File: config.mk
export PLATFORM = sky130hd
export DESIGN_NAME = demux2_4_reg
export DESIGN_NICKNAME = d
export VERILOG_FILES = /design/src/rtl/demux_pkg.sv /design/src/rtl/demux_slot.sv /design/src/rtl/demux2_4_reg.sv
export SDC_FILE = /design/constraint.sdc
export NUM_CORES = 1
export LEC_CHECK = 0
export ABC_AREA = 1
export CAP_MARGIN = 20
export CORE_AREA = 3 3 40 42
export CTS_BUF_LIST = sky130_fd_sc_hd__clkbuf_16
export CTS_CLUSTER_DIAMETER = 100
export DETAILED_ROUTE_END_ITERATION = 8
export DIE_AREA = 0 0 43 45
export PLACE_DENSITY = 0.76
export SETUP_SLACK_MARGIN = 0.2
export SLEW_MARGIN = 20
export SYNTH_ARGS = -nofsm -noshare
export SYNTH_HDL_FRONTEND = slang
export SYNTH_SLANG_ARGS = --single-unit
File: constraint.sdc
create_clock -name clk -period 1.95 [get_ports clk]
set_clock_uncertainty 0.1 [all_clocks]
set_input_delay 0.195 -clock clk [delete_from_list [all_inputs] [get_ports clk]]
set_output_delay 0.195 -clock clk [all_outputs]
set_load 0.01 [all_outputs]
File: src/rtl/demux_pkg.sv
`default_nettype none
// ============================================================================
//  Module   : demux_pkg
//  Purpose  : Shared constants and types for the registered 1-to-2 demux:
//             default data width, channel identifiers and slot states.
//  Contents : DEMUX_WIDTH_DEFAULT  default width of In/OutA/OutB
//             channel_e            CH_A=0, CH_B=1
//             slot_state_e         EMPTY, FULL
//             slot_can_load()      whether a slot can take a word this cycle
//  Revision : 1.0  initial release
// ============================================================================
package demux_pkg;

  localparam int DEMUX_WIDTH_DEFAULT = 4;

  typedef enum logic [0:0] {
    CH_A = 1'b0,
    CH_B = 1'b1
  } channel_e;

  typedef enum logic [0:0] {
    EMPTY = 1'b0,
    FULL  = 1'b1
  } slot_state_e;

  // A slot can be loaded when it is empty, or when its current word leaves
  // in the same cycle (pass-through refill without a bubble).
  function automatic logic slot_can_load(input slot_state_e st, input logic take);
    return (st == EMPTY) || take;
  endfunction

endpackage
`default_nettype wire

File: src/rtl/demux_slot.sv
`default_nettype none
// ============================================================================
//  Module   : demux_slot
//  Purpose  : One-entry output buffer for a single demux channel. Holds a word
//             from load until the consumer takes it.
//  Ports    : clk         rising-edge clock
//             reset       asynchronous active-high reset (slot EMPTY, data 0)
//             load_i      write data_i into the slot this cycle
//             data_i      word to store
//             take_i      consumer takes the stored word (ignored when EMPTY)
//             can_load_o  slot is able to accept a load this cycle
//             valid_o     slot is FULL
//             data_o      stored word (held after draining)
//  Revision : 1.0  initial release
// ============================================================================
module demux_slot
  import demux_pkg::*;
#(
  parameter int WIDTH = DEMUX_WIDTH_DEFAULT
) (
  input  logic             clk,
  input  logic             reset,
  input  logic             load_i,
  input  logic [WIDTH-1:0] data_i,
  input  logic             take_i,
  output logic             can_load_o,
  output logic             valid_o,
  output logic [WIDTH-1:0] data_o
);

  slot_state_e      state_q, state_d;
  logic [WIDTH-1:0] data_q,  data_d;
  logic             take_eff;

  // A take against an empty slot has no meaning and must not disturb it.
  assign take_eff = take_i && (state_q == FULL);

  // State register
  always_ff @(posedge clk or posedge reset) begin
    if (reset) begin
      state_q <= EMPTY;
    end else begin
      state_q <= state_d;
    end
  end

  // Next-state logic
  always_comb begin
    state_d = state_q;
    case (state_q)
      EMPTY:   if (load_i)              state_d = FULL;
      FULL:    if (take_eff && !load_i) state_d = EMPTY;
      default:                          state_d = EMPTY;
    endcase
  end

  // Data register keeps its last word after draining.
  assign data_d = load_i ? data_i : data_q;

  always_ff @(posedge clk or posedge reset) begin
    if (reset) begin
      data_q <= '0;
    end else begin
      data_q <= data_d;
    end
  end

  // Output logic
  always_comb begin
    valid_o    = (state_q == FULL);
    can_load_o = slot_can_load(state_q, take_eff);
    data_o     = data_q;
  end

endmodule
`default_nettype wire

File: src/rtl/demux2_4_reg.sv
`default_nettype none
// ============================================================================
//  Module   : demux2_4_reg
//  Purpose  : Registered 1-to-2 demultiplexer with valid/ready handshakes.
//             Each accepted word lands in the one-entry slot of channel A or B
//             and appears there one cycle later. A full channel only stalls
//             words that are routed to it.
//  Ports    : clk, reset          clock, asynchronous active-high reset
//             In, in_valid        input word and its valid
//             in_ready            word can be accepted this cycle
//             s                   destination select (0=A, 1=B)
//             alt                 (DEMUX_ALT_EN only) 1: alternate A,B,A,...
//             OutA, a_valid, a_ready   channel A data/valid/ready
//             OutB, b_valid, b_ready   channel B data/valid/ready
//  Config   : DEMUX_ALT_EN  adds the alt port and the alternate pointer.
//  Revision : 1.0  initial release
// ============================================================================
module demux2_4_reg
  import demux_pkg::*;
#(
  parameter int WIDTH = DEMUX_WIDTH_DEFAULT
) (
  input  logic             clk,
  input  logic             reset,
  input  logic [WIDTH-1:0] In,
  input  logic             in_valid,
  output logic             in_ready,
  input  logic             s,
`ifdef DEMUX_ALT_EN
  input  logic             alt,
`endif
  output logic [WIDTH-1:0] OutA,
  output logic             a_valid,
  input  logic             a_ready,
  output logic [WIDTH-1:0] OutB,
  output logic             b_valid,
  input  logic             b_ready
);

  channel_e sel;
  logic     a_can_load;
  logic     b_can_load;
  logic     accept;
  logic     load_a;
  logic     load_b;

`ifdef DEMUX_ALT_EN
  channel_e ptr_q, ptr_d;

  always_comb begin
    sel = alt ? ptr_q : channel_e'(s);
  end

  // Pointer moves only when a word is actually taken in alternate mode.
  always_comb begin
    ptr_d = ptr_q;
    if (accept && alt) begin
      ptr_d = (ptr_q == CH_A) ? CH_B : CH_A;
    end
  end

  always_ff @(posedge clk or posedge reset) begin
    if (reset) begin
      ptr_q <= CH_A;
    end else begin
      ptr_q <= ptr_d;
    end
  end
`else
  always_comb begin
    sel = channel_e'(s);
  end
`endif

  // in_ready is gated by reset so nothing is accepted while it is held.
  always_comb begin
    in_ready = !reset && ((sel == CH_A) ? a_can_load : b_can_load);
    accept   = in_valid && in_ready;
    load_a   = accept && (sel == CH_A);
    load_b   = accept && (sel == CH_B);
  end

  demux_slot #(
    .WIDTH (WIDTH)
  ) u_slot_a (
    .clk        (clk),
    .reset      (reset),
    .load_i     (load_a),
    .data_i     (In),
    .take_i     (a_ready),
    .can_load_o (a_can_load),
    .valid_o    (a_valid),
    .data_o     (OutA)
  );

  demux_slot #(
    .WIDTH (WIDTH)
  ) u_slot_b (
    .clk        (clk),
    .reset      (reset),
    .load_i     (load_b),
    .data_i     (In),
    .take_i     (b_ready),
    .can_load_o (b_can_load),
    .valid_o    (b_valid),
    .data_o     (OutB)
  );

endmodule
`default_nettype wire

== After elaboration in Yosys (flattened, before gate mapping) ==
Index checks and enable logic that the tools add are counted.

* Bitwise operators: 3
* Reduce and logical (&&, ||, !) cells: 13
* Multiplexer cells: 7

{| class="wikitable"
|+ Operators by type and width
! operator !! count
|-
| 1-bit logical AND || 8
|-
| 1-bit two-way mux || 5
|-
| 1-bit case mux with 2 select lines || 2
|-
| 1-bit zero test || 3
|-
| 1-bit inverter || 3
|-
| 1-bit logical OR || 2
|}

* Input port bits: 10
* Register bits after elaboration: 10
* Word-level logic and storage cells: 27
* Output and inout port bits: 11

== Depth between registers and ports, before layout ==
Gate-level depths: netlist (run 1).

* Depth after elaboration: 10
* Depth in mapped cells: 7
* Gate-level depth less buffers: 7

== By module ==
Synthesis (run 1) repeated with hierarchy kept, for this count alone.

* Cell total of the unflattened synthesis: 53
* Area, all modules: 419.2 um^2

{| class="wikitable"
|+ Modules (own cells, without submodules)
! module !! instances !! area each (um^2) !! sequential area each (um^2) !! cells each
|-
| demux_slot || 2 || 188.9 || 125.1 || 22
|-
| demux2_4_reg || 1 || 41.3 || 0.0 || 9
|}

== Worst setup path after synthesis (run 1) ==
No wires, ideal clock.

* Path type: input port to flip-flop
* Start point: input reset
* End point: register u_slot_a.data_q[0], in the netlist u_slot_a.data_o[0]
* Setup slack: 0.732 ns
* Setup time: 0.117 ns
* Data required time: 1.733 ns
* Cell stages on the path: 6
* Path buffers: 0
* Data arrival time: 1.001 ns
* Path through: inv_1 > nand2_2 > nor2_4 > nand3_4 > nand2_1 > nand2_1

* Word-level cells in the longest chain between the ends: 4

{| class="wikitable"
|+ RTL lines
! what !! line !! RTL
|-
| from (decl) || demux2_4_reg.sv:24 || <nowiki>input logic reset,</nowiki>
|-
| 1-bit zero test (no source line) || - ||
|-
| 1-bit logical AND || demux2_4_reg.sv:77 || <nowiki>in_ready = !reset && ((sel == CH_A) ? a_can_load : b_can_load);</nowiki>
|-
| via in_ready || demux2_4_reg.sv:27 || <nowiki>output logic in_ready,</nowiki>
|-
| 1-bit logical AND || demux2_4_reg.sv:78 || <nowiki>accept = in_valid && in_ready;</nowiki>
|-
| 1-bit logical AND || demux2_4_reg.sv:79 || <nowiki>load_a = accept && (sel == CH_A);</nowiki>
|-
| to (signal assigned) || demux_slot.sv:64 || <nowiki>data_q <= data_d;</nowiki>
|-
| to (decl) || demux_slot.sv:32 || <nowiki>logic [WIDTH-1:0] data_q, data_d;</nowiki>
|}

The timed path passes the listed nets, and every way through them passes these cells.
A chain may end at the register's enable or synchronous reset.

== Worst setup path after layout (run 1) ==
* Start point: input s
* End point: output in_ready

* Word-level cells in the longest chain between the ends: 2

{| class="wikitable"
|+ RTL lines
! what !! line !! RTL
|-
| from (decl) || demux2_4_reg.sv:28 || <nowiki>input logic s,</nowiki>
|-
| 1-bit two-way mux || demux2_4_reg.sv:77 ||
|-
| 1-bit logical AND || demux2_4_reg.sv:77 ||
|-
| to (decl) || demux2_4_reg.sv:27 ||
|}

No other way between the ends.

==> impl_metrics.toml, run 1 <==
[timing]
finalSetupViolCount = 0
worst_slack_ps = 447
grt_setup_unrepaired = "false"
fin_crit_sh_pct = 77.1
fin_crit_ps = 1500
clock.fmax_mhz = 665
worst_pin_slew_ps = 330
hold_ws_ps = 200
finalHoldViolCount = 0
slew_headroom_pct = 78.0
fin_setup_tns_ps = 0
slew_viol_final = 0

[drt]
num_vias = 404
drt.antenna.violating_nets = 0
totalWireLength_um = 936
post_drt_wl_per_cell_um = 10.5
drc = 0
initialDrtViolationCount = 5
via_per_inst = 4.54
firstDrtPassIters = 3

[logic_synthesis]
syn_inst = 48
synth_area_um2 = 453
syn-num-nets = 58
synth_ff_type = "dfrtp_1"
syn_area_per_cell_um2 = 9.44
synth_warnings = 0
seq_area_frac_synth_pct = 55.2
yosysMostFrequentCell = "nand2_1"
synth_area_leaders = "dfrtp_1, nand2_1, inv_1, nand4_1, nand4_4"
synthTopCellsByCount = "nand2_1, dfrtp_1, inv_1"
ys_async_sr_fraction_pct = 100
synth-edff-count = 0
post-synth-top-area-cell = "dfrtp_1"
synth_top_area_share_pct = 55.2
synth-seq-cells = 10
synth_cell_type_count = 11

[placement]
io_buffers = 20
place_ws_ps = 187
place_area_um2 = 694
gp_congestion = 0.742
place_inst = 86
dp_hpwl_um = 697

[floorplanning]
io_pins = 21
coreArea_mm2 = 0.00128
dieArea_mm2 = 0.00194
rows = 13
die_h_um = 45
die_x_um = 43
start_util_pct = 35.2

[cells_and_area]
layout-drive-gt1-share_pct = 14.9
final_cell_area_um2 = 768
stdcell_count = 89
area_growth_pct = 69.6
antenna-diode-count = 0
nets = 86

[setup_path]
crit_arrival_ps = 1210
endpoint_kind = "primary output"
start_kind = "input port"
cp_slowest_stage_delay_ps = 520
worstPathRequired_ps = 1650
path_cells = "clkdlybuf4s50_1, nand3_1, nand2_2, nor2_4, dlygate4sd2_1"
cp_max_fo = 3
cpMaxStageDelayCell = "clkdlybuf4s50_1"
crit_type = "input port to primary output"

[pwr]
p_leak_nw = 0.377
p_per_area_mw_per_mm2 = 1000
peakVddDrop_mv = 0.506

[cts]
cts_resized = 1
numCtsBuffers = 3
cts_tree = "done"
root_buffer = "clkbuf_16"
hold_buffers = 0
clock_sinks = 10
cts_setup_buffers = 0
htree_levels = 1
clockBufferDepth = 2
path_clk_slew_ps = 40
clk_latency_ps = 230

[job]
maxCapViolations = 0

[global_route]
grt_overflow_total = 0
grt_pass1_vias = 398
grt_pass1_wl_um = 1660
grt_max_degree = 12
grt_usage_pct = 11.7
antenna_found_initial = 0

[outcome]
status = "finished clean"

[worst_hold_path]
hp-class = "input port to async pin"
-- sequential cells by signal, indices dropped and copies added (netlist names) --
register / flops
u_slot_a.valid_o: 1
u_slot_b.data_o: 4
u_slot_a.data_o: 4
u_slot_b.valid_o: 1
-- through the flow --
stage          total power [W]  utilization, %
5_1_grt               0.000803            59.8
3_5_place_dp          0.000430            54.0
4_1_cts               0.000780            59.8
2_1_floorplan         0.000322               -
3_3_place_gp          0.000427            54.0
6_report              0.000770            59.8
-- routing by layer --
metal  routed length, µm  up-vias  share of wire [%]  track usage, %
met5                   0        -                  0               0
li1                    -      207                  -               -
met4                   0        0                  0            7.23
met1                 416      182                 44            15.4
met3                  82        0                8.8            3.98
met2                 438       15                 47            16.5
-- logic make-up after synthesis --
logic type             after synthesis  synth area share [%]
buffers and inverters                8                  6.63
and+or+nand+nor                     26                  33.7
DFF                                 10                  55.2
AOI/OAI and AO/OA                    4                  4.42
-- worst paths after layout --
kind / slack (ps) / depth (start not counted) / end / start
max reg2reg: 760 / 7 / u_slot_a.data_o[1] / u_slot_a.valid_o
min: 200 / 3 / u_slot_b.data_o[0] / reset
max: 450 / 5 / in_ready / s
max in group asynchronous: 1400 / 3 / u_slot_b.data_o[1] / reset
min in group clk: 370 / 2 / u_slot_a.data_o[2] / u_slot_a.data_o[2]
min reg2reg: 370 / 2 / u_slot_a.data_o[2] / u_slot_a.data_o[2]
-- power breakdown --
part / switching, W / internal (W) / total (W) / leakage (nW)
combinational: 0.0000704 / 0.0000952 / 0.000166 / 0.213
clock: 0.0000813 / 0.000265 / 0.000346 / 0.0370
sequential: 0.0000169 / 0.000242 / 0.000259 / 0.126
-- area by class of cell --
class | count | area [µm²]
multi-input combinational | 30 | 173
inverter | 8 | 30.0
timing repair buffer | 23 | 221
fill | 111 | 517
clock buffer | 3 | 75.1
tap | 15 | 18.8
sequential | 10 | 250
-- layout by cell type, fill, tap and decap left out, drive strengths merged --
cell and n:
dlygate4sd2 1, o21ai 4, inv 8, clkdlybuf4s50 19, dfrtp 10, nand4 5, clkbuf 3, nand3 2
nor2 2, nand2 17, buf 3
-- critical path: cells and delay by family --
family	cells	cell delay, ps
buffers and inverters	2	800
AND/OR/NAND/NOR	3	210
No activity file was read; power rests on OpenSTA's default activity.
==> run 2, diff against run 1 <==
==> constraint.sdc (replaced) <==
create_clock -name clk -period 1.4 [get_ports clk]
set_clock_uncertainty 0.1 [all_clocks]
set_input_delay 0.14 -clock clk [delete_from_list [all_inputs] [get_ports clk]]
set_output_delay 0.14 -clock clk [all_outputs]
set_load 0.01 [all_outputs]
==> run 2 against run 1 <==
Against the previous run:
- combinational power rose by 28%
- sequential cell count is the same
- worst setup slack lost 280 ps
- cell count grew 3.4%
- die area stayed put
- utilization is 2.3 points higher
- design area up 3.9%
- non-clock buffer count is 3 higher
- largest power group unchanged
==> impl_metrics.toml, run 2 (synthesis results as in run 1) <==
[outcome]
status = "finished clean"

[timing]
clock.fmax_mhz = 814
worst_slack_ps = 171
slew_viol_final = 0
grt_setup_unrepaired = "true"
fin_crit_ps = 1230
fin_crit_sh_pct = 87.8
slew_headroom_pct = 87.5
fin_setup_tns_ps = 0
worst_pin_slew_ps = 186
finalSetupViolCount = 0
finalHoldViolCount = 0

[global_route]
grt_overflow_total = 0
grt_pass1_vias = 399
grt_usage_pct = 11.6
grt_max_degree = 12
grt_pass1_wl_um = 1610
antenna_found_initial = 0

[cells_and_area]
area_growth_pct = 76.2
nets = 89
multi_input_area_um2 = 185
layout_commonest_cell = "nand2_1"
layout-drive-gt1-share_pct = 26.0
final_cell_mix = "nand2_1, dlygate4sd2_1, dfrtp_1"
regArea_um2 = 250
nFillCells = 121
antenna-diode-count = 0
final_cell_area_um2 = 798

[cts]
hold_buffers = 0
root_buffer = "clkbuf_16"
numCtsBuffers = 3
clockBufferDepth = 2
clock_sinks = 10
clk_latency_ps = 230
path_clk_slew_ps = 40
htree_levels = 1
cts_tree = "done"

[pwr]
p_leak_nw = 0.429
p_per_area_mw_per_mm2 = 1320
peakVddDrop_mv = 0.893
p_total_w = 0.00106

[setup_path]
crit_arrival_ps = 990
endpoint_kind = "primary output"
crit_type = "flop to primary output"
cp_max_fo = 3
start_kind = "flop"
reg2reg_slack_ps = 210
worstPathRequired_ps = 1160

[drt]
drt.antenna.violating_nets = 0
via_per_inst = 4.65
firstDrtPassIters = 4
drc = 0
totalWireLength_um = 993
post_drt_wl_per_cell_um = 10.8
initialDrtViolationCount = 7
num_vias = 428

[placement]
io_buffers = 20
gp_congestion = 0.692
place_area_um2 = 717
dp_hpwl_um = 753
place_ws_ps = -246

[floorplanning]
rows = 13
io_pins = 21
dieArea_mm2 = 0.00194
coreArea_mm2 = 0.00128
die_h_um = 45
die_x_um = 43
start_util_pct = 35.2

[job]
maxCapViolations = 0

[worst_hold_path]
hp-class = "input port to async pin"
==> run 2: report_power, final <==
part	switching (W)	internal (W)	leakage, nW	total [W]
clock	0.000113	0.000368	0.0370	0.000481
sequential	0.0000248	0.000337	0.126	0.000362
combinational	0.000103	0.000111	0.266	0.000213
total	0.000240	0.000816	0.429	0.00106
==> run 2: per-layer routing <==
| layer | up-vias | GRT usage [%] | part of all wire (%) |
|---|---|---|---|
| met5 | - | 0 | 0 |
| li1 | 218 | - | - |
| met4 | 0 | 7.23 | 1.1 |
| met1 | 193 | 12.7 | 40 |
| met2 | 15 | 18.9 | 47 |
| met3 | 2 | 4.78 | 12 |
==> run 2: path summary, 6_finish.rpt <==
path,endpoint,start,cells past startpoint
worst min register to register,u_slot_a.data_o[3],u_slot_a.data_o[3],2
worst max register to register,u_slot_a.data_o[3],u_slot_b.valid_o,7
min in group clk,u_slot_b.valid_o,b_ready,5
worst max-delay path,in_ready,u_slot_b.valid_o,4
worst min-delay path,u_slot_b.data_o[3],reset,3
max in group asynchronous,u_slot_a.valid_o,reset,3
==> run 2: cell type report <==
cell class	count	share of cell area (%)
tap	15	2.35
clock buffer	3	9.40
sequential	10	31.3
inverter	8	3.76
multi-input combinational	30	23.2
timing repair buffer	26	29.9
==> run 2: through the flow <==
stage / cells / hold slack, ps / util [%]
3_3_place_gp: 89 / 359 / 55.8
5_1_grt: 92 / 183 / 62.1
3_5_place_dp: 89 / 363 / 55.8
4_1_cts: 92 / 155 / 60.6
6_report: 92 / 148 / 62.1
2_1_floorplan: 48 / -74.3 / -
==> run 2: timing repair <==
item                                    in CTS  in global routing
endpoints found under the setup margin      11                  9
pin swaps                                    0                  2
cloned                                       0                  0
gates resized for setup                     13                 10
setup buffers                                0                  0
==> run 2: critical path: stages (launching register included) <==
cell and delay (ps):
dfrtp_1 390, nand3_2 70, nand2_2 60, nor2_4 120, buf_6 110
==> run 3, diff against run 2 <==
--- a/config.mk
+++ b/config.mk
@@ -12,9 +12,8 @@
 export CTS_CLUSTER_DIAMETER = 100
 export DETAILED_ROUTE_END_ITERATION = 8
 export DIE_AREA = 0 0 43 45
-export PLACE_DENSITY = 0.76
+export PLACE_DENSITY = 0.7
 export SETUP_SLACK_MARGIN = 0.2
-export SLEW_MARGIN = 20
 export SYNTH_ARGS = -nofsm -noshare
 export SYNTH_HDL_FRONTEND = slang
 export SYNTH_SLANG_ARGS = --single-unit
==> run 3 against run 2 <==
Against the previous run:
- clock power grew 4.4%
- design area grew 10%
- power grew 4.5%
- cell count grew 9.8%
- sequential share of layout area shrank 2.9 points
- utilization grew 6.3 points
- via count grew 11%
- maximum frequency shrank 5.3%
- register-to-register slack lost 110 ps
- critical path type is now flop to flop
- critical endpoint is now u_slot_a.data_o[3]
- largest cell class is now non-clock buffers
- largest power group unchanged
==> impl_metrics.toml, run 3 (synthesis results as in run 1) <==
[timing]
finalSetupViolCount = 0
grt_setup_unrepaired = "true"
slew_headroom_pct = 85.3
slew_viol_final = 0
fin_setup_tns_ps = 0
fin_crit_sh_pct = 92.7
worst_pin_slew_ps = 220
finalHoldViolCount = 0
fin_crit_ps = 1300
clock.fmax_mhz = 770
hold_ws_ps = 133

[outcome]
status = "finished clean"

[global_route]
grt_usage_pct = 14.1
use_met3_pct = 3.59
grt_pass1_wl_um = 1900
grt.busiest_layer = "met2"
grt_overflow_total = 0
antenna_found_initial = 0
grt_max_degree = 12
use_met1_pct = 14.9
grt_pass1_vias = 457
grt_util_met2_pct = 23.4

[cells_and_area]
final_cell_mix = "dlygate4sd2_1, nand2_1, dfrtp_1"
area_growth_pct = 94.2
nets = 97
nFillCells = 102
layout_commonest_cell = "dlygate4sd2_1"
fin_util_pct = 68.5
stdcell_count = 101
layout-drive-gt1-share_pct = 37.2
antenna-diode-count = 0

[drt]
via_per_inst = 4.71
post_drt_wl_per_cell_um = 12.2
firstDrtPassIters = 4
totalWireLength_um = 1230
drt.antenna.violating_nets = 0
num_vias = 476
initialDrtViolationCount = 2
drc = 0

[setup_path]
cp_max_fo = 5
path_cells = "nand2_2, nor2_4, nor2_4, buf_6, buf_6, nand3_4, nand2_2, nand2_2"
crit_top_cell = "nand2_2"
endpoint_kind = "flop"
cpMaxStageDelayCell = "dfrtp_1"
ff2ff_path_depth = 8
start_kind = "flop"
worstPathRequired_ps = 1420
crit_arrival_ps = 1320
crit_type = "flop to flop"
cp_slowest_stage_delay_ps = 390

[cts]
path_clk_slew_ps = 40
numCtsBuffers = 3
root_buffer = "clkbuf_16"
clockBufferDepth = 2
htree_levels = 1
clock_sinks = 10
clk_latency_ps = 230
hold_buffers = 0
cts_tree = "done"

[placement]
place_inst = 90
io_buffers = 20
dp_hpwl_um = 786
gp_congestion = 0.744

[floorplanning]
die_h_um = 45
io_pins = 21
coreArea_mm2 = 0.00128
dieArea_mm2 = 0.00194
start_util_pct = 35.2
rows = 13
die_x_um = 43

[pwr]
p_leak_nw = 0.472
peakVddDrop_mv = 0.584
p_per_area_mw_per_mm2 = 1260

[worst_hold_path]
hp-class = "input port to async pin"

[job]
maxCapViolations = 0
==> run 3: worst paths after layout <==
kind | endpoint | slack [ps] | start
setup / recovery | u_slot_a.data_o[3] | 100 | u_slot_a.valid_o
hold / removal | u_slot_b.data_o[3] | 130 | reset
setup reg to reg | u_slot_a.data_o[3] | 100 | u_slot_a.valid_o
hold reg to reg | u_slot_a.data_o[1] | 360 | u_slot_a.data_o[1]
max in group asynchronous | u_slot_a.data_o[3] | 930 | reset
min in group clk | u_slot_a.valid_o | 320 | a_ready
==> run 3: through the flow <==
stage / setup slack, ps / power, W / cell area (µm²)
6_report: 102 / 0.00110 / 880
5_1_grt: 31.2 / 0.00116 / 880
4_1_cts: 56.2 / 0.00110 / 831
3_3_place_gp: -238 / 0.000606 / 724
3_5_place_dp: -254 / 0.000610 / 724
2_1_floorplan: 222 / 0.000449 / 453
==> run 3: final cells by class <==
class	count	area (µm²)	share of cell area, %
clock buffers	3	75.1	8.53
clock inverters	1	3.75	0.427
inverters	8	30.0	3.41
multi-input cells	31	210	23.9
flip-flops and latches	10	250	28.4
well taps	15	18.8	2.13
repair buffers	33	292	33.1
==> run 3: timing repair <==
item                       in CTS  in global routing
setup buffers                   3                  3
resized for setup              22                 10
gates cloned                    0                  1
pin swaps                       4                  4
setup endpoints to repair      15                 11
==> run 3: report_power, final <==
| part | internal [W] | total (W) | switching (W) |
|---|---|---|---|
| clock | 0.000374 | 0.000502 | 0.000128 |
| sequential | 0.000337 | 0.000362 | 0.0000248 |
| combinational | 0.000125 | 0.000240 | 0.000115 |
| total | 0.000836 | 0.00110 | 0.000269 |
==> run 3: worst max-delay path: cells and delay by family (launching register included) <==
| kind | cells | cell delay, ps |
|---|---|---|
| and+or+nand+nor | 6 | 480 |
| buffers and inverters | 2 | 210 |
| DFF | 1 | 390 |
==> run 3: layer usage <==
| layer | part of all wire [%] | vias to the layer above |
|---|---|---|
| li1 | - | 237 |
| met1 | 40 | 217 |
| met2 | 50 | 17 |
| met3 | 6.3 | 5 |
| met4 | 3.7 | 0 |
| met5 | 0 | - |
